`config.mk`:
```
export PLATFORM = sky130hd
export DESIGN_NAME = coffee_vend_ctrl
export DESIGN_NICKNAME = d
export VERILOG_FILES = /design/src/rtl/coffee_vend_ctrl.sv
export SDC_FILE = /design/constraint.sdc
export NUM_CORES = 1
export LEC_CHECK = 0
export ABC_AREA = 1
export CAP_MARGIN = 40
export CORE_AREA = 2 2 69 65
export CTS_CLUSTER_DIAMETER = 120
export DETAILED_ROUTE_END_ITERATION = 8
export DIE_AREA = 0 0 71 67
export GPL_TIMING_DRIVEN = 0
export MAX_ROUTING_LAYER = met4
export PLACE_DENSITY_LB_ADDON = 0.2
export SYNTH_ARGS = -nofsm -noshare
export SYNTH_HDL_FRONTEND = slang
export SYNTH_SLANG_ARGS = --single-unit
export TNS_END_PERCENT = 10
```
`constraint.sdc`:
```
create_clock -name clk -period 3.3 [get_ports clk]
set_clock_uncertainty 0.15 [all_clocks]
set_input_delay 0.33 -clock clk [delete_from_list [all_inputs] [get_ports clk]]
set_output_delay 0.33 -clock clk [all_outputs]
set_load 0.01 [all_outputs]
```
`src/rtl/coffee_vend_ctrl.sv`:
```
// Coffee vending sequencer: selection latch, coin accumulation, dispense and change handshakes.
// Optional COLLECT inactivity timeout is compiled in when VEND_TIMEOUT_EN is defined.
module coffee_vend_ctrl #(
    parameter int SUM_W          = 5,
    parameter int PRICE_FILTER   = 2,
    parameter int PRICE_BLACK    = 1,
    parameter int PRICE_BRU      = 5,
    parameter int PRICE_NESCAFE  = 10,
    parameter int TIMEOUT_CYCLES = 1000
) (
    input  logic             clk,
    input  logic             rst,
    input  logic             sel_valid,
    input  logic [1:0]       coffee_sel,
    input  logic             coin_valid,
    input  logic [3:0]       coin_val,
    input  logic             cancel,
    output logic             disp_req,
    output logic [1:0]       disp_type,
    input  logic             disp_done,
    output logic             change_valid,
    output logic [SUM_W-1:0] change_amt,
    input  logic             change_ack,
    output logic             coin_reject,
    output logic             LED_Green,
    output logic             LED_Yellow
);

    typedef enum logic [1:0] {
        S_IDLE     = 2'd0,
        S_COLLECT  = 2'd1,
        S_DISPENSE = 2'd2,
        S_CHANGE   = 2'd3
    } state_t;

    state_t           state_q;
    logic [SUM_W-1:0] sum_q;
    logic [SUM_W-1:0] price_q;
    logic [1:0]       disp_type_q;
    logic             disp_req_q;
    logic             change_valid_q;
    logic [SUM_W-1:0] change_amt_q;
    logic             coin_reject_q;
    logic             led_green_q;
    logic             led_yellow_q;

    logic             coin_legal;
    logic             coin_take;
    logic             coin_rej;
    logic [SUM_W-1:0] next_sum;
    logic             timeout_hit;

    function automatic logic [SUM_W-1:0] price_of(input logic [1:0] code);
        case (code)
            2'b00:   return SUM_W'(PRICE_FILTER);
            2'b01:   return SUM_W'(PRICE_BLACK);
            2'b10:   return SUM_W'(PRICE_BRU);
            default: return SUM_W'(PRICE_NESCAFE);
        endcase
    endfunction

    assign coin_legal = (coin_val == 4'd1) || (coin_val == 4'd2) ||
                        (coin_val == 4'd5) || (coin_val == 4'd10);
    assign coin_take  = coin_valid && coin_legal && (state_q == S_COLLECT);
    assign coin_rej   = coin_valid && !coin_take;
    assign next_sum   = sum_q + (coin_take ? SUM_W'(coin_val) : '0);

`ifdef VEND_TIMEOUT_EN
    logic [15:0] idle_cnt_q;

    // Counter is zero on COLLECT entry because every other state holds it cleared.
    always_ff @(posedge clk or negedge rst) begin
        if (!rst) begin
            idle_cnt_q <= '0;
        end else if (state_q != S_COLLECT || coin_take) begin
            idle_cnt_q <= '0;
        end else begin
            idle_cnt_q <= idle_cnt_q + 16'd1;
        end
    end

    assign timeout_hit = (state_q == S_COLLECT) && !coin_take &&
                         (idle_cnt_q >= 16'(TIMEOUT_CYCLES - 1));
`else
    // No timer in this build: the expression is constant false.
    assign timeout_hit = (TIMEOUT_CYCLES < 0);
`endif

    always_ff @(posedge clk or negedge rst) begin
        state_t state_d;
        if (!rst) begin
            state_q        <= S_IDLE;
            sum_q          <= '0;
            price_q        <= '0;
            disp_type_q    <= 2'b00;
            disp_req_q     <= 1'b0;
            change_valid_q <= 1'b0;
            change_amt_q   <= '0;
            coin_reject_q  <= 1'b0;
            led_green_q    <= 1'b1;
            led_yellow_q   <= 1'b0;
        end else begin
            state_d       = state_q;
            coin_reject_q <= coin_rej;
            case (state_q)
                S_IDLE: begin
                    if (sel_valid) begin
                        disp_type_q <= coffee_sel;
                        price_q     <= price_of(coffee_sel);
                        sum_q       <= '0;
                        state_d     = S_COLLECT;
                    end
                end
                S_COLLECT: begin
                    sum_q <= next_sum;
                    // Cancel wins over a completing coin; that coin is part of the refund.
                    if (cancel || timeout_hit) begin
                        if (next_sum != '0) begin
                            change_amt_q   <= next_sum;
                            change_valid_q <= 1'b1;
                            state_d        = S_CHANGE;
                        end else begin
                            state_d = S_IDLE;
                        end
                    end else if (next_sum >= price_q) begin
                        disp_req_q <= 1'b1;
                        state_d    = S_DISPENSE;
                    end
                end
                S_DISPENSE: begin
                    if (disp_done) begin
                        disp_req_q <= 1'b0;
                        if (sum_q > price_q) begin
                            change_amt_q   <= sum_q - price_q;
                            change_valid_q <= 1'b1;
                            state_d        = S_CHANGE;
                        end else begin
                            sum_q   <= '0;
                            state_d = S_IDLE;
                        end
                    end
                end
                default: begin
                    if (change_ack) begin
                        change_valid_q <= 1'b0;
                        sum_q          <= '0;
                        state_d        = S_IDLE;
                    end
                end
            endcase
            state_q      <= state_d;
            led_green_q  <= (state_d == S_IDLE);
            led_yellow_q <= (state_d != S_IDLE);
        end
    end

    assign disp_req     = disp_req_q;
    assign disp_type    = disp_type_q;
    assign change_valid = change_valid_q;
    assign change_amt   = change_amt_q;
    assign coin_reject  = coin_reject_q;
    assign LED_Green    = led_green_q;
    assign LED_Yellow   = led_yellow_q;

endmodule

```
[Word-level counts from Yosys, hierarchy flattened]
Cells that the tools add are included.
Cells by class
  add/subtract/negate cells: 2
  magnitude comparators: 2
  reductions and logical operators: 20
  eq/ne operators: 16
  bitwise gates (word level): 1
  multiplexer cells: 30
Operator list (number)
  5-bit two-way mux: 8
  5-bit case mux with 3 select lines: 1
  2-bit two-way mux: 7
  2-bit != test, second input constant: 6
  4-bit case mux with 3 select lines: 1
  5-bit case mux with 2 select lines: 1
  1-bit two-way mux: 8
  4-bit AND reduction: 2
  2-bit logical NOT: 3
  2-bit case mux with 3 select lines: 1
  6-bit AND reduction: 1
  5-bit by 4-bit adder with 5-bit output: 1
  5-bit >= comparator: 1
  5-bit > comparator: 1
  5-bit AND reduction: 1
  5-bit nonzero test: 1
  5-bit subtractor: 1
  2-bit by 1-bit == test with 1-bit output, second input constant: 2
  2-bit == test, second input constant: 2
  4-bit by 1-bit == test with 1-bit output, second input constant: 1
  4-bit by 2-bit == test with 1-bit output, second input constant: 1
  4-bit by 3-bit == test with 1-bit output, second input constant: 1
  4-bit == test, second input constant: 1
  4-bit two-way mux: 1
  other kinds (11): 17
Storage, ports and cells
  output and inout bits: 12
  flip-flop bits (word level): 24
  input bits: 13
  word-level logic and storage cells: 81

[Depth between registers and ports, before layout]
  word-level depth: 13
  mapped depth: 23
  mapped depth without buffers: 23

[Worst setup path before layout]
No wires, ideal clock.
  path kind: reg2reg
  from: register state_q[1]
  to: register led_yellow_q, in the netlist LED_Yellow
  stages on the path, launching flop included: 22
  setup time: 0.121 ns
  data required time: 3.029 ns
  path buffers: 0
  clock period less this slack: 3.515 ns
  arrival time: 3.244 ns
  slack: -0.215 ns
  path through: dfrtp_1 > inv_1 > ha_1 > inv_2 > a2111oi_0 > inv_1 > nor2_1 > ha_1 > inv_1 > fa_1 > inv_1 > ha_1 > nand2_1 > nand2_1 > nand2_1 > nand2_1 > nand2_1 > nand3_1 > nand2_2 > nand3_2 > a21oi_1 > nand2_1
Between the ends
  word-level cells in the longest chain between the ends: 9
  elaborated cells between the ends (all ways): 16
  classes of those cells: add/sub: 1; order compare: 1; eq/ne: 2; mux: 8; reduce/logical: 4
RTL lines
  start: declaration: line 36  | state_t state_q;
  start signal: assignment: line 151  | state_q <= state_d;
  2-bit by 1-bit == test with 1-bit output: line 64, 105
  1-bit logical AND: line 64  | assign coin_take = coin_valid && coin_legal && (state_q == S_COLLECT);
  4-bit two-way mux: line 66  | assign next_sum = sum_q + (coin_take ? SUM_W'(coin_val) : '0);
  5-bit by 4-bit adder with 5-bit output: line 66
  5-bit >= comparator or 5-bit nonzero test (tied branches): line 125, 118
  2-bit two-way mux (on tied branches): line 125, 118
  2-bit two-way mux: line 117  | if (cancel || timeout_hit) begin
  2-bit case mux with 3 select lines *: line 105  | case (state_q)
  2-bit nonzero test *: line 153  | led_yellow_q <= (state_d != S_IDLE);
  end signal: assignment: line 153
  end: declaration: line 45  | logic led_yellow_q;
Every way passes the cells marked *; elsewhere a longest branch is shown, timed or not.
A chain may end at the register's enable or synchronous reset.

[Worst setup path after layout]
  from: input coin_val[3]
  to: register led_green_q, in the netlist LED_Green
Between the ends
  word-level cells in the longest chain between the ends: 13
  elaborated cells between the ends (all ways): 18
  classes of those cells: add/sub: 1; order compare: 1; eq/ne: 4; mux: 5; reduce/logical: 7
RTL lines
  start: declaration: line 16  | input logic [3:0] coin_val,
  4-bit by 1-bit == test with 1-bit output or 4-bit by 2-bit == test with 1-bit output (tied branches): line 62  | assign coin_legal = (coin_val == 4'd1) || (coin_val == 4'd2) ||
  1-bit logical OR (2 in series): line 62
  1-bit logical OR: line 63  | (coin_val == 4'd5) || (coin_val == 4'd10);
  1-bit logical AND (2 in series): line 64
  4-bit two-way mux *: line 66
  5-bit by 4-bit adder with 5-bit output *: line 66
  5-bit >= comparator or 5-bit nonzero test (tied branches): line 125, 118
  2-bit two-way mux (on tied branches): line 125, 118
  2-bit two-way mux *: line 117
  2-bit case mux with 3 select lines *: line 105
  2-bit logical NOT *: line 152  | led_green_q <= (state_d == S_IDLE);
  end signal: assignment: line 152
  end: declaration: line 44  | logic led_green_q;
Marked as above.

==> metrics.md <==
| Metric | Value |
|---|---|
| Initial Utilization | 43.8% |
| Pin count of the biggest net entering global routing | 16 |
| Max Freq | 315 MHz |
| GRT overflow | 0 |
| Worst-margin pin slew | 0.492 ns |
| Std cell rows | 22 |
| CTS tree | built |
| Layout cells sized above 1 | 25.2% |
| Biggest area consumer among synthesized cells | dfrtp_1 |
| Crit Path Max Fanout | 3 |
| 1st-iter DRT viols | 57 |
| Commonest non-fill, non-tap cells in the layout | nand2_1 (54), inv_1 (31), dfrtp_1 (21) |
| RSZ-0062 raised after global routing | yes |
| Worst path arrival time | 3.23 ns |
| Clk_lat worst skew | 0.26 ns |
| Multi-input logic area | 0.00111 mm2 |
| Grt peak-use layer | met2 |
| Async SR Flop Fraction | 100% |
| Port buffer count | 24 |
| Vias in the first global route | 1496 |
| CTS root buffer | clkbuf_8 |
| Global Route met2 Usage | 29.9% |
| Wire length per cell | 12.1 um |
| Power Density | 763 mW/mm2 |
| # DRC | 0 |
| Via count | 1549 |
| GR Layer Usage met1 | 23.2% |
| Crit. End Element | register |
| Synth warn | 0 |
| Initial antenna violation count | 0 |
| Register area | 578 um2 |
| Share of the synthesized area in the top cell type | 31.5% |
| Post-layout nets | 304 |
| Synthesized flop and latch total | 23 |
| Synth Instances | 230 |
| Wirelength, routed | 3830 um |
| HPWL after DPL | 2890 um |
| Endpoints failing setup | 0 |
| Syn nets | 263 |
| Period utilization | 96.3% |
| Final ANT Viol Nets | 0 |
| Max Root-Sink Buffers | 2 |
| Htree depth | 1 |
| Hold Path Class | input port to register |
| IO Pins | 25 |
| R2R setup slack | 0.14 ns |
| Post-synth EDFFs | 0 |
| Fin crit period | 3.18 ns |
| Synth top area cells | dfrtp_1 (31%), ha_1 (13%), nand2_1 (12%) |
| # diodes | 0 |
| Clock slew at reported path FFs | 0.08 ns |
| CTS sink cnt | 23 |
| Cts hold-fix bufs | 0 |
| Mean Syn Cell Area | 7.61 um2 |
| Pwr Total | 1770 uW |
| Post-synthesis sequential area ratio | 33.0% |
| Max cap viols | 0 |
| Final Hold Fails | 0 |
| Post-synth cell types | 28 |
| Cts bufs inserted | 3 |
| Pre-antenna DRT Iters | 4 |
| Vias per inst | 4.87 |
| Run status | finished, final reports clean |
| Core Util, Final | 58.0% |
| Leak Pwr | 0.00116 uW |
| Mapped Area | 0.00175 mm2 |
| Post-synth top flop | dfrtp_1 |
| FILL cells | 365 |
| Die area | 0.00476 mm2 |
| Type of origin of the critical path | input port |
| GP Congestion | 0.841 |
| Max IR drop VDD | 0.462 mV |
| GRT Total Usage | 18.0% |
| Most common cell after layout, fill and taps aside | nand2_1 |
| Final hold slack | 0.173 ns |
| Fin. max-slew vios | 0 |
| Height of the die | 67 um |
| Syn-to-layout area delta | 32.4% |
| Die width | 71 um |
| Met3 GRT Util | 2.57% |
| Setup CP Type | input port to register |
| Core area | 0.00399 mm2 |
| Relative slew slack | 67.2% |
| Worst path required time | 3.35 ns |
| First-pass GRT wire length | 6580 um |
==> metrics by stage <==
stage / TNS, ns / area, um2 / worst slack [ns] / cells
5_1_grt: -0.372 / 2320 / -0.105 / 318
4_1_cts: 0 / 2210 / 0.000968 / 315
6_report: 0 / 2320 / 0.122 / 318
3_5_place_dp: -2.52 / 2080 / -0.408 / 303
3_3_place_gp: -2.17 / 2070 / -0.366 / 302
2_1_floorplan: 0 / 1770 / 0.0154 / 230
==> path summary, 6_finish.rpt <==
path	endpoint	from	cells after the start
setup / recovery	LED_Green	coin_val[3]	23
hold / removal	coin_reject	coin_valid	3
setup reg to reg	LED_Green	state_q[1]	23
hold reg to reg	disp_type[1]	disp_type[1]	2
max in group asynchronous	LED_Green	rst	2
min in group asynchronous	disp_type[0]	rst	1
==> flip-flops by register name (all words and copies together) (netlist names) <==
| register | count |
|---|---|
| change_valid | 1 |
| sum_q | 5 |
| price_q | 4 |
| disp_type | 2 |
| coin_reject | 1 |
| LED_Green | 1 |
| disp_req | 1 |
| LED_Yellow | 1 |
| state_q | 2 |
| change_amt | 5 |
==> report_power, final <==
group          internal, uW  switching (uW)  leakage [uW]  total (uW)
combinational           492             654      0.000836        1150
clock                  84.1            89.3     0.0000255         173
sequential              386            59.7      0.000297         446
total                   963             803       0.00116        1770
==> layer usage <==
layer | vias up | wire length, um
met1 | 704 | 1830
li1 | 815 | -
met4 | 0 | 60
met5 | - | 0
met3 | 6 | 126
met2 | 24 | 1810
==> cell type report <==
type	count	area share [%]
Tap cell	48	2.59
Timing Repair Buffer	36	15.0
Clock buffer	3	1.78
Multi-Input combinational cell	164	48.1
Inverter	42	7.13
Clock inverter	1	0.216
Buffer	1	0.162
Sequential cell	23	25.0
==> synthesized netlist by cell type (all sizes together), types with 2 or more instances <==
cell type	n
nor2	12
ha	18
nand2	67
nand3	13
inv	42
a21oi	10
o21ai	26
nor3	4
o31ai	5
fa	2
xor2	2
xnor2	2
dfrtp	22
==> cells by family after synthesis <==
family | count (synthesis) | synth area share, %
flip-flops | 23 | 33.0
AO/OA/AOI/OAI | 42 | 14.2
XOR/XNOR | 4 | 2.43
adder cells (fa/ha/maj) | 20 | 15.2
AND/OR/NAND/NOR | 98 | 26.0
buffers and inverters | 43 | 9.23
==> repair_timing <==
action,CTS,global route
setup endpoints to repair,11,10
gates cloned,0,0
setup buffers,8,3
pin swaps,3,8
resized for setup,8,27
==> critical path, stage by stage <==
cell and delay [ns]:
clkdlybuf4s50_1 0.41, inv_2 0.07, nand2_2 0.06, a2111oi_4 0.31, inv_1 0.12, nor2_2 0.10, ha_2 0.19, inv_2 0.04
fa_1 0.52, inv_2 0.07, ha_4 0.25, nand2_1 0.04, nand2_1 0.05, nand2_1 0.04, nand2_1 0.06, nand2_2 0.07
nand3_2 0.06, nand2_1 0.05, nand2_1 0.07, nand3_2 0.09, nand2_2 0.08, nand2_2 0.06, nor2_2 0.09
(Power assumes the default switching activity.)
